### src/rtl/block_commit_tracker_pkg.sv
// Shared types and constants for the block commit tracker.
//   block_header_t : header fields consumed at allocation (store mask, register write count)
//   slot_state_t   : per-slot architectural output bookkeeping
//   lsid_bit()     : one-hot store mask bit for an LSID
package block_commit_tracker_pkg;

  localparam int unsigned MAX_INFLIGHT_BLOCKS = 8;
  localparam int unsigned TIMEOUT_CYC_DEFAULT = 1024;
  localparam int unsigned LSID_W              = 5;
  localparam int unsigned MAX_STORES          = 32;
  localparam int unsigned WR_CNT_W            = 5;

  typedef struct packed {
    logic [MAX_STORES-1:0] store_mask;
    logic [WR_CNT_W-1:0]   num_reg_writes;
  } block_header_t;

  typedef struct packed {
    logic                  valid;
    logic [MAX_STORES-1:0] exp_mask;
    logic [WR_CNT_W-1:0]   exp_wr;
    logic [MAX_STORES-1:0] st_rcv;
    logic [WR_CNT_W-1:0]   wr_cnt;
    logic                  br_rcv;
    logic                  taken;
    logic [LSID_W-1:0]     exit_id;
  } slot_state_t;

  function automatic logic [MAX_STORES-1:0] lsid_bit(input logic [LSID_W-1:0] lsid);
    return MAX_STORES'(1) << lsid;
  endfunction

endpackage

### src/rtl/block_commit_tracker_if.sv
// Bus between the block producer side (header path, output reports, flush)
// and the commit tracker.
//   master : drives alloc_valid/alloc_header, wr_*, st_*, br_*, flush;
//            observes alloc_ready/alloc_slot, commit_*, inflight_mask,
//            protocol_error, timeout_flush
//   slave  : the tracker, opposite directions
interface block_commit_tracker_if
  import block_commit_tracker_pkg::*;
#(
  parameter int unsigned N_SLOTS = MAX_INFLIGHT_BLOCKS
);
  localparam int unsigned SLOT_W = $clog2(N_SLOTS);

  logic                alloc_valid;
  block_header_t       alloc_header;
  logic                alloc_ready;
  logic [SLOT_W-1:0]   alloc_slot;

  logic                wr_valid;
  logic [SLOT_W-1:0]   wr_slot;
  logic                st_valid;
  logic [SLOT_W-1:0]   st_slot;
  logic [LSID_W-1:0]   st_lsid;
  logic                br_valid;
  logic [SLOT_W-1:0]   br_slot;
  logic                br_taken;
  logic [LSID_W-1:0]   br_exit_id;

  logic                flush;

  logic                commit;
  logic [SLOT_W-1:0]   commit_slot;
  logic                commit_taken;
  logic [LSID_W-1:0]   commit_exit_id;
  logic [N_SLOTS-1:0]  inflight_mask;
  logic                protocol_error;
  logic                timeout_flush;

  modport master (
    output alloc_valid, alloc_header,
    output wr_valid, wr_slot, st_valid, st_slot, st_lsid,
    output br_valid, br_slot, br_taken, br_exit_id, flush,
    input  alloc_ready, alloc_slot,
    input  commit, commit_slot, commit_taken, commit_exit_id,
    input  inflight_mask, protocol_error, timeout_flush
  );

  modport slave (
    input  alloc_valid, alloc_header,
    input  wr_valid, wr_slot, st_valid, st_slot, st_lsid,
    input  br_valid, br_slot, br_taken, br_exit_id, flush,
    output alloc_ready, alloc_slot,
    output commit, commit_slot, commit_taken, commit_exit_id,
    output inflight_mask, protocol_error, timeout_flush
  );

endinterface

### src/rtl/block_commit_tracker_slot.sv
// block_slot_tracker: bookkeeping for one in-flight block slot.
//   clear        : synchronous discard (reset or flush), highest priority
//   load/hdr     : allocate this slot with a new header
//   retire       : slot is being committed this cycle
//   wr_hit, st_hit/st_lsid, br_hit/br_taken/br_exit_id : output reports aimed at this slot
//   valid, complete, taken, exit_id : registered slot status
//   err          : a report aimed at this slot this cycle is illegal and is dropped
module block_slot_tracker
  import block_commit_tracker_pkg::*;
(
  input  logic              clk,
  input  logic              clear,
  input  logic              load,
  input  block_header_t     hdr,
  input  logic              retire,
  input  logic              wr_hit,
  input  logic              st_hit,
  input  logic [LSID_W-1:0] st_lsid,
  input  logic              br_hit,
  input  logic              br_taken,
  input  logic [LSID_W-1:0] br_exit_id,
  output logic              valid,
  output logic              complete,
  output logic              taken,
  output logic [LSID_W-1:0] exit_id,
  output logic              err
);

  slot_state_t s_q;
  slot_state_t s_d;
  logic        wr_ok;
  logic        st_ok;
  logic        br_ok;

  always_comb begin
    wr_ok = wr_hit && s_q.valid && (s_q.wr_cnt != s_q.exp_wr);
    st_ok = st_hit && s_q.valid && s_q.exp_mask[st_lsid] && !s_q.st_rcv[st_lsid];
    br_ok = br_hit && s_q.valid && !s_q.br_rcv;
    err   = (wr_hit && !wr_ok) || (st_hit && !st_ok) || (br_hit && !br_ok);
  end

  // Reports arriving in the same cycle as retire are already illegal (the slot
  // is complete), so retire and accepted updates never overlap.
  always_comb begin
    s_d = s_q;
    if (load) begin
      s_d          = '0;
      s_d.valid    = 1'b1;
      s_d.exp_mask = hdr.store_mask;
      s_d.exp_wr   = hdr.num_reg_writes;
    end else begin
      if (retire) s_d.valid  = 1'b0;
      if (wr_ok)  s_d.wr_cnt = s_q.wr_cnt + WR_CNT_W'(1);
      if (st_ok)  s_d.st_rcv = s_q.st_rcv | lsid_bit(st_lsid);
      if (br_ok) begin
        s_d.br_rcv  = 1'b1;
        s_d.taken   = br_taken;
        s_d.exit_id = br_exit_id;
      end
    end
  end

  always_ff @(posedge clk) begin
    if (clear) s_q <= '0;
    else       s_q <= s_d;
  end

  assign valid    = s_q.valid;
  assign taken    = s_q.taken;
  assign exit_id  = s_q.exit_id;
  assign complete = s_q.valid && (s_q.st_rcv == s_q.exp_mask) &&
                    (s_q.wr_cnt == s_q.exp_wr) && s_q.br_rcv;

endmodule

### src/rtl/block_commit_tracker.sv
// block_commit_tracker: tracks architectural outputs of in-flight blocks and
// commits them strictly in allocation order, one per cycle.
//   clk  : clock
//   rst  : synchronous active-high reset (also clears protocol_error)
//   bus  : block_commit_tracker_if.slave (alloc, output reports, flush, commit, status)
// Optional feature: define COMMIT_TIMEOUT_EN to enable the commit watchdog
// (TIMEOUT_CYC parameter); otherwise timeout_flush is tied low.
module block_commit_tracker
  import block_commit_tracker_pkg::*;
#(
  parameter int unsigned N_SLOTS = MAX_INFLIGHT_BLOCKS
`ifdef COMMIT_TIMEOUT_EN
  , parameter int unsigned TIMEOUT_CYC = TIMEOUT_CYC_DEFAULT
`endif
) (
  input  logic                  clk,
  input  logic                  rst,
  block_commit_tracker_if.slave bus
);

  localparam int unsigned SLOT_W = $clog2(N_SLOTS);

  logic [SLOT_W-1:0]  head_q;
  logic [SLOT_W-1:0]  tail_q;
  logic [SLOT_W:0]    count_q;
  logic               protocol_error_q;

  logic               flush_int;
  logic               tmo_fire;
  logic               alloc_fire;
  logic               commit_fire;

  logic [N_SLOTS-1:0] slot_valid;
  logic [N_SLOTS-1:0] slot_complete;
  logic [N_SLOTS-1:0] slot_taken;
  logic [N_SLOTS-1:0] slot_err;
  logic [LSID_W-1:0]  slot_exit [N_SLOTS];

  assign flush_int   = bus.flush || tmo_fire;
  // Ready is based on the registered count, so a slot freed by this cycle's
  // commit is not reusable until the next cycle.
  assign bus.alloc_ready = (count_q < (SLOT_W+1)'(N_SLOTS));
  assign alloc_fire  = bus.alloc_valid && bus.alloc_ready && !flush_int && !rst;
  assign commit_fire = slot_complete[head_q] && !flush_int && !rst;

  for (genvar i = 0; i < N_SLOTS; i++) begin : g_slot
    block_slot_tracker u_slot (
      .clk        (clk),
      .clear      (rst || flush_int),
      .load       (alloc_fire && (tail_q == SLOT_W'(i))),
      .hdr        (bus.alloc_header),
      .retire     (commit_fire && (head_q == SLOT_W'(i))),
      .wr_hit     (bus.wr_valid && (bus.wr_slot == SLOT_W'(i)) && !flush_int),
      .st_hit     (bus.st_valid && (bus.st_slot == SLOT_W'(i)) && !flush_int),
      .st_lsid    (bus.st_lsid),
      .br_hit     (bus.br_valid && (bus.br_slot == SLOT_W'(i)) && !flush_int),
      .br_taken   (bus.br_taken),
      .br_exit_id (bus.br_exit_id),
      .valid      (slot_valid[i]),
      .complete   (slot_complete[i]),
      .taken      (slot_taken[i]),
      .exit_id    (slot_exit[i]),
      .err        (slot_err[i])
    );
  end

  always_ff @(posedge clk) begin
    if (rst || flush_int) begin
      head_q  <= '0;
      tail_q  <= '0;
      count_q <= '0;
    end else begin
      if (alloc_fire)  tail_q <= tail_q + SLOT_W'(1);
      if (commit_fire) head_q <= head_q + SLOT_W'(1);
      case ({alloc_fire, commit_fire})
        2'b10:   count_q <= count_q + (SLOT_W+1)'(1);
        2'b01:   count_q <= count_q - (SLOT_W+1)'(1);
        default: count_q <= count_q;
      endcase
    end
  end

  always_ff @(posedge clk) begin
    if (rst)            protocol_error_q <= 1'b0;
    else if (|slot_err) protocol_error_q <= 1'b1;
  end

`ifdef COMMIT_TIMEOUT_EN
  localparam int unsigned TMO_W = $clog2(TIMEOUT_CYC);

  logic [TMO_W-1:0] tmo_cnt_q;

  assign tmo_fire = (count_q != '0) && (tmo_cnt_q == TMO_W'(TIMEOUT_CYC - 1));

  always_ff @(posedge clk) begin
    if (rst || flush_int || commit_fire || (alloc_fire && (count_q == '0)))
      tmo_cnt_q <= '0;
    else if (count_q != '0)
      tmo_cnt_q <= tmo_cnt_q + TMO_W'(1);
  end
`else
  assign tmo_fire = 1'b0;
`endif

  assign bus.alloc_slot     = tail_q;
  assign bus.commit         = commit_fire;
  assign bus.commit_slot    = commit_fire ? head_q : '0;
  assign bus.commit_taken   = commit_fire && slot_taken[head_q];
  assign bus.commit_exit_id = commit_fire ? slot_exit[head_q] : '0;
  assign bus.inflight_mask  = slot_valid;
  assign bus.protocol_error = protocol_error_q;
  assign bus.timeout_flush  = tmo_fire;

endmodule
### src/flat_wrapper.sv
// flat-port wrapper written by rule: the top's interface ports become plain ports
module block_commit_tracker_flat import block_commit_tracker_pkg::*;
#(
  parameter int unsigned N_SLOTS = MAX_INFLIGHT_BLOCKS

)
  (clk, rst, bus_alloc_valid, bus_alloc_header, bus_wr_valid, bus_wr_slot, bus_st_valid, bus_st_slot, bus_st_lsid, bus_br_valid, bus_br_slot, bus_br_taken, bus_br_exit_id, bus_flush, bus_alloc_ready, bus_alloc_slot, bus_commit, bus_commit_slot, bus_commit_taken, bus_commit_exit_id, bus_inflight_mask, bus_protocol_error, bus_timeout_flush);
  block_commit_tracker_if #(.N_SLOTS(N_SLOTS)) bus_i ();
  input  logic clk;
  input  logic rst;
  input wire logic [$bits(bus_i.alloc_valid)-1:0] bus_alloc_valid;
  input wire logic [$bits(bus_i.alloc_header)-1:0] bus_alloc_header;
  input wire logic [$bits(bus_i.wr_valid)-1:0] bus_wr_valid;
  input wire logic [$bits(bus_i.wr_slot)-1:0] bus_wr_slot;
  input wire logic [$bits(bus_i.st_valid)-1:0] bus_st_valid;
  input wire logic [$bits(bus_i.st_slot)-1:0] bus_st_slot;
  input wire logic [$bits(bus_i.st_lsid)-1:0] bus_st_lsid;
  input wire logic [$bits(bus_i.br_valid)-1:0] bus_br_valid;
  input wire logic [$bits(bus_i.br_slot)-1:0] bus_br_slot;
  input wire logic [$bits(bus_i.br_taken)-1:0] bus_br_taken;
  input wire logic [$bits(bus_i.br_exit_id)-1:0] bus_br_exit_id;
  input wire logic [$bits(bus_i.flush)-1:0] bus_flush;
  output wire logic [$bits(bus_i.alloc_ready)-1:0] bus_alloc_ready;
  output wire logic [$bits(bus_i.alloc_slot)-1:0] bus_alloc_slot;
  output wire logic [$bits(bus_i.commit)-1:0] bus_commit;
  output wire logic [$bits(bus_i.commit_slot)-1:0] bus_commit_slot;
  output wire logic [$bits(bus_i.commit_taken)-1:0] bus_commit_taken;
  output wire logic [$bits(bus_i.commit_exit_id)-1:0] bus_commit_exit_id;
  output wire logic [$bits(bus_i.inflight_mask)-1:0] bus_inflight_mask;
  output wire logic [$bits(bus_i.protocol_error)-1:0] bus_protocol_error;
  output wire logic [$bits(bus_i.timeout_flush)-1:0] bus_timeout_flush;
  assign bus_i.alloc_valid = bus_alloc_valid;
  assign bus_i.alloc_header = bus_alloc_header;
  assign bus_i.wr_valid = bus_wr_valid;
  assign bus_i.wr_slot = bus_wr_slot;
  assign bus_i.st_valid = bus_st_valid;
  assign bus_i.st_slot = bus_st_slot;
  assign bus_i.st_lsid = bus_st_lsid;
  assign bus_i.br_valid = bus_br_valid;
  assign bus_i.br_slot = bus_br_slot;
  assign bus_i.br_taken = bus_br_taken;
  assign bus_i.br_exit_id = bus_br_exit_id;
  assign bus_i.flush = bus_flush;
  assign bus_alloc_ready = bus_i.alloc_ready;
  assign bus_alloc_slot = bus_i.alloc_slot;
  assign bus_commit = bus_i.commit;
  assign bus_commit_slot = bus_i.commit_slot;
  assign bus_commit_taken = bus_i.commit_taken;
  assign bus_commit_exit_id = bus_i.commit_exit_id;
  assign bus_inflight_mask = bus_i.inflight_mask;
  assign bus_protocol_error = bus_i.protocol_error;
  assign bus_timeout_flush = bus_i.timeout_flush;
  block_commit_tracker #(.N_SLOTS(N_SLOTS)) u_core (.clk(clk), .rst(rst), .bus(bus_i));
endmodule
### config.mk
export PLATFORM = sky130hd
export DESIGN_NAME = block_commit_tracker_flat
export DESIGN_NICKNAME = d
export VERILOG_FILES = /design/src/rtl/block_commit_tracker_pkg.sv /design/src/rtl/block_commit_tracker_if.sv /design/src/rtl/block_commit_tracker_slot.sv /design/src/rtl/block_commit_tracker.sv /design/src/flat_wrapper.sv
export SDC_FILE = /design/constraint.sdc
export NUM_CORES = 2
export LEC_CHECK = 0
export ABC_AREA = 1
export BUFFER_PORTS_ARGS = -buffer_cell sky130_fd_sc_hd__buf_2
export CORE_ASPECT_RATIO = 0.7
export CORE_UTILIZATION = 40
export DETAILED_ROUTE_END_ITERATION = 8
export PLACE_DENSITY = 0.59
export SETUP_SLACK_MARGIN = 0.02
export SLEW_MARGIN = 20
export SYNTH_ARGS = -nofsm -noshare
export SYNTH_HDL_FRONTEND = slang
export SYNTH_SLANG_ARGS = --single-unit
### constraint.sdc
create_clock -name clk -period 3.7 [get_ports clk]
set_input_delay 0.555 -clock clk [delete_from_list [all_inputs] [get_ports clk]]
set_output_delay 0.555 -clock clk [all_outputs]
set_load 0.03 [all_outputs]
==> out/qor.log <==
qor: hold_path.worstHoldPathType in2reg
qor: synthesis.mean_area_per_synthesized_cell 6.72 sq um
qor: hold_path.holdCritStartpoint rst
qor: setup_path.r2r_cells 22
qor: power_and_ir_drop.power_per_cell_area 418 mW/mm^2
qor: global_routing.grt_pass1_vias 29900
qor: synthesis.synthesis.instances 4883
qor: floorplan.die_x 344 um
qor: clocking.cts-buffers-inserted 68
qor: synthesis.synth_cell_types 50
qor: run_status.run_status finished, final reports clean
qor: hold_path.min_path_cells 4
qor: cells_and_area.mostFrequentLayoutCells 1278 x nand2_1, 691 x a21oi_1, 662 x dfxtp_1
qor: setup_path.r2r_end u_core.count_q[3]$_SDFFE_PP0P_
qor: timing.final_critical_path_setup_slack 0.115 ns
qor: timing.final_max_slew_viol_count 0
qor: global_routing.gr-usage-met2 0.443
qor: detailed_routing.totalWireLength 140000 um
qor: floorplan.total_die_area 0.0832 sq mm
qor: detailed_routing.antenna_violating_nets_post_route 0
qor: clocking.clock_path_buffers 3
qor: timing.setup_viol 0
qor: synthesis.share_of_flip_flops_with_an_asynchronous_set_or_reset_after_synthesis 0
qor: global_routing.gr-max-usage-layer met1
qor: setup_path.timing.critical_path.to_type output port
qor: global_routing.track_usage 0.330
qor: clocking.htree_levels 3
qor: synthesis.synth_top_area_share 0.407
qor: global_routing.grt_pass1_wl 203000 um
qor: cells_and_area.design.final.nets 5004
qor: detailed_routing.average_wire_per_standard_cell 23.2 um
qor: synthesis.post_synth_main_area_contributors dfxtp_1 41%, nand2_1 15%, a21oi_1 11%
qor: synthesis.synth.net_count 4971
qor: power_and_ir_drop.power.ir.vdd_worst 349 uV
qor: clocking.clockRootBuffer clkbuf_16
qor: placed_design.detailedPlacementHpwl 94600 um
qor: floorplan.dieHeight 242 um
qor: timing.period_utilization_post_route 0.969
qor: timing.fin_worst_skew 0.0263 ns
qor: global_routing.globalRouteOverflowTotal 0
qor: timing.hold_viol_final 0
qor: setup_path.worstPathRequired 3.14 ns
qor: detailed_routing.detail_route.vias_per_cell 5.57
qor: placed_design.placement.io_buffers 86
qor: placed_design.placement.setup.worst_slack -0.0759 ns
qor: placed_design.gpl.final_weighted_congestion 0.976
qor: floorplan.placementRows 87
qor: synthesis.synthFlopType dfxtp_1
qor: setup_path.maximum_fanout_along_the_worst_path 9
qor: synthesis.ys_ff_latch 667
qor: clocking.cts_num_sinks 667
qor: synthesis.yosys_warnings 0
qor: timing.unrepaired_setup_endpoints_after_global_routing no
qor: detailed_routing.drc 0
qor: synthesis.synth_area_leader_cell dfxtp_1
qor: timing.finalCriticalPeriod 3.59 ns
qor: floorplan.boundaryPins 88
qor: synthesis.synth_edf_count 0
qor: timing.max_freq 279 MHz
qor: cells_and_area.fill_cells 8452
qor: global_routing.grtUsageMet1 0.489
qor: clocking.clock_pin_slew_reported_for_the_worst_setup_and_hold_paths_after_clock_tree_synthesis 0.06 ns
qor: setup_path.setup.worst_path.class reg2out
qor: timing.fin_tns_setup 0 ns
qor: cells_and_area.most_common_cell_after_layout_fill_and_taps_aside nand2_1
qor: clocking.clock_insertion_delay_worst_skew 0.63 ns
qor: detailed_routing.dr.pass1.iters 6
qor: cells_and_area.area.growth.synth_to_final 12.0%
qor: detailed_routing.detailroute.via_count 33700
qor: power_and_ir_drop.power_leakage 13.0 nW
qor: timing.timing.slew.headroom 0.363
qor: flow_run.max_cap_violations 0
qor: clocking.clock_tree_from_tritoncts built
qor: global_routing.grt_start_max_net_pins 177
qor: synthesis.syn-cell-area 0.0328 sq mm
qor: detailed_routing.drt_iter0_drc 5008
qor: setup_path.worstPathArrival 3.03 ns
qor: cells_and_area.finalNonFillerCells 6042
qor: floorplan.floorplan.core_area 0.0809 sq mm
qor: synthesis.synth-seq-area-share 0.407
qor: floorplan.initial_core_util 0.406
qor: setup_path.reg2reg_from u_core.g_slot[0].u_slot.s_q[7]$_SDFFE_PP0P_
qor: setup_path.regToRegSetupSlack 0.37 ns
qor: setup_path.timing.critical_path.from_type register
qor: hold_path.worst_hold_path.endpoint u_core.bus.protocol_error$_SDFFE_PP0P_
qor: clocking.hold_buffers 0
qor: cells_and_area.drive_gt1_frac 0.0793
qor: timing.max_slew.worst_pin.slew 0.955 ns
qor: placed_design.dp.cells 5912
qor: global_routing.globalRouteMet3Util 0.103
qor: global_routing.grt_antenna_before_repair 14
[synth_stat cells (23+ instances only)]
master / instances
clkbuf_1: 130
nand2_1: 1282
ha_1: 23
o22ai_1: 35
xor2_1: 28
nand3_1: 154
dfxtp_1: 667
buf_6: 35
nand4_1: 95
inv_1: 639
buf_2: 43
a21oi_1: 691
buf_4: 27
nor3_1: 60
xnor2_1: 63
o21ai_0: 420
nor2_1: 326
[worst max-delay path: stages (launching register included)]
cell,delay (ns)
dfxtp_2,0.36
inv_1,0.06
nand2_1,0.05
nand2_1,0.04
a21oi_1,0.15
nand4_1,0.34
nor2_1,0.23
nand3_2,0.15
nand3_2,0.12
nand2_1,0.12
nand2_1,0.12
nand3_2,0.09
buf_4,0.19
a211oi_2,0.19
buf_4,0.20
[timing repair]
action	CTS	global route
setup buffers	0	2
pin swaps	2	6
resized for setup	17	17
endpoints found under the setup margin	11	10
[through the flow]
| step | total power, mW | instance area [sq um] | hold slack, ns | util |
|---|---|---|---|---|
| after detailed placement | 8.33 | 34400 | 0.444 | 0.425 |
| after global routing | 15.7 | 36700 | 0.210 | 0.454 |
| after floorplan | 7.82 | 32800 | 0.424 | - |
| final | 15.4 | 36800 | 0.210 | 0.455 |
| after global placement | 8.34 | 34400 | 0.441 | 0.425 |
| after CTS | 15.3 | 36700 | 0.183 | 0.454 |
[metal layers]
metal,up-vias,part of all wire
met2,2068,0.39
li1,15800,-
met1,15600,0.44
met5,-,0
met4,0,0.032
met3,257,0.14
[report_power, final]
| group | leakage [nW] | internal [mW] | total, mW | switching [mW] |
|---|---|---|---|---|
| registers | 5.37 | 7.19 | 7.21 | 0.0142 |
| clock network | 1.10 | 4.05 | 7.14 | 3.09 |
| logic | 6.50 | 0.194 | 1.01 | 0.820 |
| total | 13.0 | 11.4 | 15.4 | 3.93 |
[worst max-delay path by stage]
stage                                                            from                              to  slack, ns
final                     u_core.g_slot[0].u_slot.s_q[7]$_SDFFE_PP0P_           bus_commit_exit_id[1]       0.11
after global placement                  u_core.head_q[0]$_SDFFE_PP0P_  u_core.count_q[3]$_SDFFE_PP0P_      -0.11
after global routing                    u_core.head_q[0]$_SDFFE_PP0P_              bus_commit_slot[2]       0.02
after CTS                               u_core.head_q[0]$_SDFFE_PP0P_              bus_commit_slot[2]       0.03
after floorplan                         u_core.head_q[0]$_SDFFE_PP0P_  u_core.count_q[3]$_SDFFE_PP0P_       0.61
after detailed placement                u_core.head_q[0]$_SDFFE_PP0P_  u_core.count_q[3]$_SDFFE_PP0P_      -0.08
[cell families (layout without fill, tap and decap cells)]
family,after synthesis,after routing,synth area share
AOI/OAI and AO/OA,1230,1230,0.195
buffers and inverters,910,993,0.118
xor gates and xnor gates,91,91,0.0243
DFF,667,667,0.407
and+or+nand+nor,1960,1960,0.247
other,1,9,0.000114
adders and majority gates,24,24,0.00938
[area by class of cell]
type / count / area (sq um) / share of cell area
Clock inverter: 16 / 161 / 0.00439
Multi-Input combinational cell: 3306 / 15700 / 0.428
Inverter: 668 / 2520 / 0.0686
Tap cell: 1068 / 1340 / 0.0363
Antenna cell: 8 / 20.0 / 0.000545
Clock buffer: 104 / 2060 / 0.0561
Timing Repair Buffer: 205 / 1550 / 0.0422
Sequential cell: 667 / 13400 / 0.364
[flip-flops by register name, indices dropped and copies added, names as in the netlist]
register and count:
u_core.g_slot.u_slot.s_q 600, u_core.count_q 4, u_core.g_slot.u_slot.exit_id 40, u_core.bus.alloc_slot 3, u_core.head_q 3, u_core.g_slot.u_slot.valid 8
u_core.g_slot.u_slot.taken 8, u_core.bus.protocol_error 1
Power figures use the tool's default switching activity.
